File: config.mk
export PLATFORM = sky130hd
export DESIGN_NAME = drum_sample_player
export DESIGN_NICKNAME = d
export VERILOG_FILES = /design/src/rtl/drum_sample_player_pkg.sv /design/src/rtl/drum_sample_player_gain.sv /design/src/rtl/drum_sample_player.sv
export SDC_FILE = /design/constraint.sdc
export NUM_CORES = 1
export LEC_CHECK = 0
export CAP_MARGIN = 10
export CORE_MARGIN = 1.5
export CORE_UTILIZATION = 45
export CTS_CLUSTER_SIZE = 14
export DETAILED_ROUTE_END_ITERATION = 12
export MAX_ROUTING_LAYER = met4
export PLACE_DENSITY = 0.7
export SLEW_MARGIN = 20
export SYNTH_ARGS = -nofsm -noshare
export SYNTH_HDL_FRONTEND = slang
export SYNTH_SLANG_ARGS = --single-unit
File: constraint.sdc
create_clock -name clk -period 7.85 [get_ports clk]
set_clock_uncertainty 0.15 [all_clocks]
set_input_delay 1.57 -clock clk [delete_from_list [all_inputs] [get_ports clk]]
set_output_delay 1.57 -clock clk [all_outputs]
set_load 0.01 [all_outputs]
File: src/rtl/drum_sample_player_pkg.sv
// drum_sample_player_pkg: shared audio voice types and constants
package drum_sample_player_pkg;
  typedef enum logic [1:0] {IDLE, ISSUE, WAIT, EMIT} state_t;
  localparam int READ_LATENCY = 1;
  localparam int GAIN_SHIFT = 3;
endpackage

File: src/rtl/drum_sample_player_gain.sv
// drum_gain: combinational signed sample times (velocity+1)/8, floor rounding
module drum_gain
  import drum_sample_player_pkg::*;
#(
  parameter int WIDTH = 8
) (
  input  logic [WIDTH-1:0] sample,
  input  logic [2:0]       velocity,
  output logic [WIDTH-1:0] scaled
);
  logic [3:0] gain;
  logic signed [WIDTH+3:0] prod;
  assign gain = {1'b0, velocity} + 4'd1;
  assign prod = $signed({{4{sample[WIDTH-1]}}, sample}) * $signed({{WIDTH{1'b0}}, gain});
  assign scaled = WIDTH'(prod >>> GAIN_SHIFT);
endmodule

File: src/rtl/drum_sample_player.sv
// drum_sample_player: walks a BRAM address range per audio strobe and emits velocity-scaled samples
module drum_sample_player
  import drum_sample_player_pkg::*;
#(
  parameter int LOGSIZE = 14,
  parameter int WIDTH = 8
) (
  input  logic               clk,
  input  logic               reset,
  input  logic               ready,
  input  logic               trigger,
  input  logic [2:0]         velocity,
  input  logic [LOGSIZE-1:0] start_addr,
  input  logic [LOGSIZE-1:0] end_addr,
  output logic [LOGSIZE-1:0] mem_addr,
  input  logic [WIDTH-1:0]   mem_dout,
  output logic [WIDTH-1:0]   sample_out,
  output logic               sample_valid,
  output logic               busy
);
  state_t state;
  logic [LOGSIZE-1:0] ptr, end_r;
  logic [2:0] vel_r;
  logic playing;
  logic [WIDTH-1:0] scaled;
  drum_gain #(.WIDTH(WIDTH)) u_gain (.sample(mem_dout), .velocity(vel_r), .scaled(scaled));
  // State names the cycle's visible outputs: ISSUE has mem_addr, WAIT has mem_dout, EMIT has sample_valid
  always_ff @(posedge clk) begin
    if (reset) begin
      state <= IDLE;
      ptr <= '0;
      end_r <= '0;
      vel_r <= '0;
      playing <= 1'b0;
      busy <= 1'b0;
      mem_addr <= '0;
      sample_out <= '0;
      sample_valid <= 1'b0;
    end else begin
      sample_valid <= 1'b0;
      if (trigger) begin
        vel_r <= velocity;
        end_r <= end_addr;
        ptr <= start_addr;
        playing <= 1'b1;
        busy <= 1'b1;
        state <= IDLE;
      end else begin
        case (state)
          IDLE: if (ready) begin
            mem_addr <= ptr;
            state <= ISSUE;
          end
          ISSUE: state <= WAIT;
          WAIT: begin
            sample_out <= playing ? scaled : '0;
            sample_valid <= 1'b1;
            if (playing && ptr == end_r) begin
              playing <= 1'b0;
              busy <= 1'b0;
            end else if (playing) ptr <= ptr + LOGSIZE'(1);
            state <= EMIT;
          end
          EMIT: state <= IDLE;
          default: state <= IDLE;
        endcase
      end
    end
  end
endmodule

-- Word-level counts from Yosys, hierarchy flattened
Cells that the tools add are included.
- add/subtract/negate cells: 2
- multipliers: 1
- eq/ne operators: 6
- mux-type cells: 11
- bitwise logic cells: 1
- reductions and logical operators: 10
- operators by type and width (kind ; number):
    14-bit two-way mux ; 4
    14-bit by 1-bit adder with 14-bit output (second input constant) ; 1
    14-bit equality test ; 1
    8-bit by 5-bit multiplier with 11-bit output ; 1
    8-bit two-way mux ; 1
    2-bit one-hot mux with 4 select lines ; 1
    3-bit AND reduction ; 2
    2-bit nonzero test ; 3
    3-bit by 1-bit adder with 4-bit output (second input constant) ; 1
    2-bit equality test (second input constant) ; 2
    1-bit two-way mux ; 4
    2-bit != test (second input constant) ; 2
    2-bit AND reduction ; 2
    2-bit by 1-bit equality test with 1-bit output (second input constant) ; 1
    2-bit zero test ; 1
    2-bit two-way mux ; 1
    2-bit OR reduction ; 1
    1-bit logical AND ; 1
    1-bit NOT ; 1
- register bits after elaboration: 57
- input bits: 43
- output and inout bits: 24
- logic and storage cells: 39

-- Longest topological paths before layout
- depth after elaboration: 5
- depth in mapped cells: 15

-- Cells and area by module
From an unflattened synthesis, not the netlist that was laid out.
- cells, all modules: 425
- area total of the unflattened synthesis: 3689.8 sq um
- by module, submodules not included (module ; instances ; cells each ; area an instance (sq um)):
    drum_sample_player ; 1 ; 302 ; 2617.5
    drum_gain ; 1 ; 123 ; 1072.3

-- Least setup slack after synthesis
OpenSTA, ideal clock, no wires.
- path kind: input to register
- start point: input port mem_dout[2]
- end point: register sample_out[7]
- library setup time: 0.117 ns
- data arrival time: 4.366 ns
- required time: 7.583 ns
- slack: 3.217 ns
- cell stages on the path: 13
- cell sequence: and2_1 ha_1 inv_1 fa_1 fa_1 inv_1 ha_1 nor2b_1 o21ai_0 a21oi_1 o41ai_1 xnor2_1 a22o_1
- cells in the longest elaborated chain, start to end: 2
- ends and longest elaborated chain (item ; RTL line ; text):
    start, declared ; drum_sample_player.sv:16 ; input logic [WIDTH-1:0] mem_dout,
    8-bit by 5-bit multiplier with 11-bit output ; drum_sample_player_gain.sv:14 ; assign prod = $signed({{4{sample[WIDTH-1]}}, sample}) * $signed({{WIDTH{1'b0}}, gain});
    8-bit two-way mux ; drum_sample_player.sv:56 ; sample_out <= playing ? scaled : '0;
    end signal, assigned ; drum_sample_player.sv:56 ;
    end, declared ; drum_sample_player.sv:17 ; output logic [WIDTH-1:0] sample_out,
No other way between the ends.
A chain may end at the register's enable or synchronous reset.

-- Final worst setup path
Same ends and word-level chain as after synthesis.

==> results.cfg <==
[yosys]
synth_top_area_share_pct = 31.7
synth_edf_count = 0
yosysUniqueCellTypes = 45
synthTopCellsByArea = dfxtp_1, fa_1, ha_1, nand2_1, xnor2_1
synth_area_leader_cell = dfxtp_1
synth_simple_gate_area_share_pct = 22.2
yosysWarnings = 0
ys_seq_area_share_pct = 31.7
synthMuxAreaShare_pct = 5.29
synthFlopType = dfxtp_1
synth_common_cells = dfxtp_1, nand2_1, inv_1
yosysMostFrequentCell = dfxtp_1
synth-xor-area-share_pct = 7.97
syn_avg_cell_area_um2 = 8.52
syn-instance-count = 422
synth_area_um2 = 3600
yosys.area_share.adder_pct = 15.1
synth_compound_area_share_pct = 11.0
syn-num-nets = 500
synth_seq_cells = 57
synth_top_family_by_area = simple AND/OR/NAND/NOR gates
ys_async_sr_fraction_pct = 0

[layout]
instances_no_fill = 585
num-nets-final = 556
filler_cell_count = 696
multi_input_area_um2 = 2210
layout-drive-gt1-share_pct = 4.97
area_delta_synth_final_pct = 24.3
antenna_cells = 0
final_util_pct = 57.9
regArea_um2 = 1140
design_area_um2 = 4470

[setup_path]
required_ns = 7.93
worstPathCellList = clkdlybuf4s50_1, and2_1, ha_1, inv_1, fa_1, fa_1, inv_1, ha_1, nor2b_1, o21ai_0, a21oi_1, o41ai_1, xnor2_1, a22o_1
slowest_stage = fa_1
start_kind = input pin
startpoint = mem_dout[2]
ff2ff_path_depth = 15
cpLargestDelayFamily = adder cells
r2r_start = vel_r[0]
criticalPathCategory = in -> reg
r2r-end = sample_out[7]
cp-end-kind = flip-flop
worst_path_largest_cell_delay_ns = 0.54
arrival_ns = 5.04
reg2reg_slack_ns = 3.33
cp_max_fo = 4
critPathBufInv = 3

[place]
pre_cts_ws_ns = 2.53
placedCellCount = 569
dp_hpwl_um = 5630
numPortBuffers = 66
placed_area_um2 = 4280
place.gp.congestion = 0.849

[die]
ios = 67
dieArea_um2 = 8540
die_h_um = 92.4
start_util_pct = 46.6
fp.dieW_um = 92.4
core_um2 = 7730
rows = 32

[hold_path]
worstHoldStart = mem_addr[8]
hp-class = reg -> reg
whs_path_depth = 2
worstHoldEndpoint = mem_addr[8]

[sta]
final_hold_viol_count = 0
setup_ws_ns = 2.89
setup_viol = 0
fin_crit_sh_pct = 63.2
drv_slew = 0
tns_ns = 0
maxSlewHeadroom_pct = 33.0
period_minus_slack_ns = 4.96
rsz0062_at_grt = no
whs_ns = 0.302
worst_pin_slew_ns = 1.00
fmax_mhz = 202

[status]
status = finished clean

[detailed_routing]
routed.top_layer = met4
drt-met1-wl_um = 3660
postRouteAntennaNets = 0
wl_per_cell_um = 12.8
met2_length_um = 3390
firstDrtPassIters = 4
via_per_inst = 5.02
routed_wl_um = 7490
drtIter0Drc = 122
met3WireLength_um = 303
vias = 2936
drcViolationCount = 0

[global_route]
antenna_found_initial = 0
grt_pass1_vias = 2788
gr-total-overflow = 0
grt_use_total_pct = 19.5
grt_max_degree = 57
grt_pass1_wl_um = 12900

[pwr]
vdd_drop_max_mv = 0.0752
finalPower_uw = 734
p_per_area_nw_per_um2 = 164
leakage_nw = 1.81

[cts]
cts_post_setup_buffers_inserted = 0
numClockSinks = 57
clock_path_buffers = 2
cts_buffers = 9
tritoncts = built
clk_pin_slew_worst_paths_ns = 0.06
cts_hold_buf = 0
cts-root-buf = clkbuf_8
clk_latency_ns = 0.34
htreeDepth = 3
cts_repair_resize_count = 0

[flow_run]
drv_cap = 0
[worst max-delay path by stage]
stage,endpoint,slack (ns),cells past startpoint
floorplan,sample_out[7],3.22,13
global placement,sample_out[7],2.65,14
detailed placement,sample_out[7],2.53,14
CTS,sample_out[7],2.89,14
global route,sample_out[5],2.63,14
finish,sample_out[7],2.89,14
[report_power, final]
group          total (mW)  switching (mW)  internal, mW
Combinational       0.149          0.0732        0.0762
Clock               0.267           0.115         0.153
Sequential          0.317          0.0156         0.302
Total               0.734           0.203         0.531
[layer usage]
layer	GRT usage, %	vias to the layer above
met2	30.6	62
met3	3.69	13
li1	-	1524
met1	24.8	1337
met4	7.82	0
met5	-	-
[cells in the final DEF (no fill, tap or decap), types with 2 or more instances in the layout]
cell / Yosys / layout
xnor2_1: 22 / 22
and3_1: 3 / 3
or3_1: 8 / 8
a211oi_1: 2 / 2
nor4_1: 2 / 2
a22o_1: 3 / 3
nand4_1: 6 / 6
nor2_1: 33 / 33
nor3_1: 3 / 3
o211ai_1: 8 / 8
o21bai_1: 4 / 4
a31oi_1: 9 / 9
xnor2_2: 2 / 2
mux2i_1: 19 / 19
and2_1: 24 / 24
clkinv_2: 0 / 4
ha_1: 21 / 21
nand3_1: 11 / 11
nand2b_1: 6 / 6
dfxtp_1: 57 / 57
o21ai_0: 3 / 3
clkbuf_8: 0 / 10
clkdlybuf4s50_1: 0 / 65
nor2b_1: 6 / 6
xor2_1: 7 / 7
a21oi_1: 25 / 25
nand2_1: 53 / 53
fa_1: 14 / 14
inv_1: 35 / 35
[registers in the layout, summed over array words and instances (netlist names)]
| signal | flops |
|---|---|
| playing | 1 |
| sample_valid | 1 |
| sample_out | 8 |
| mem_addr | 14 |
| vel_r | 3 |
| state | 2 |
| ptr | 14 |
| end_r | 14 |
[cell type report]
class	instances	area share [%]
Clock buffer	10	3.08
Clock inverter	6	1.29
Inverter	35	2.94
Multi-Input combinational cell	308	49.5
Sequential cell	57	25.5
Tap cell	102	2.85
Timing Repair Buffer	67	14.8
[tightest hold or removal path, stage by stage (launching register included)]
cell	delay (ns)
dfxtp_1	0.31
nand2_1	0.05
a21oi_1	0.05
[logic make-up after synthesis]
logic type,after synthesis
compound gates,62
xor+xnor,31
fa+ha+maj,35
buf+inv,57
flops,57
mux,19
simple gates,161
Note: power is estimated with default switching activity, not from simulation.
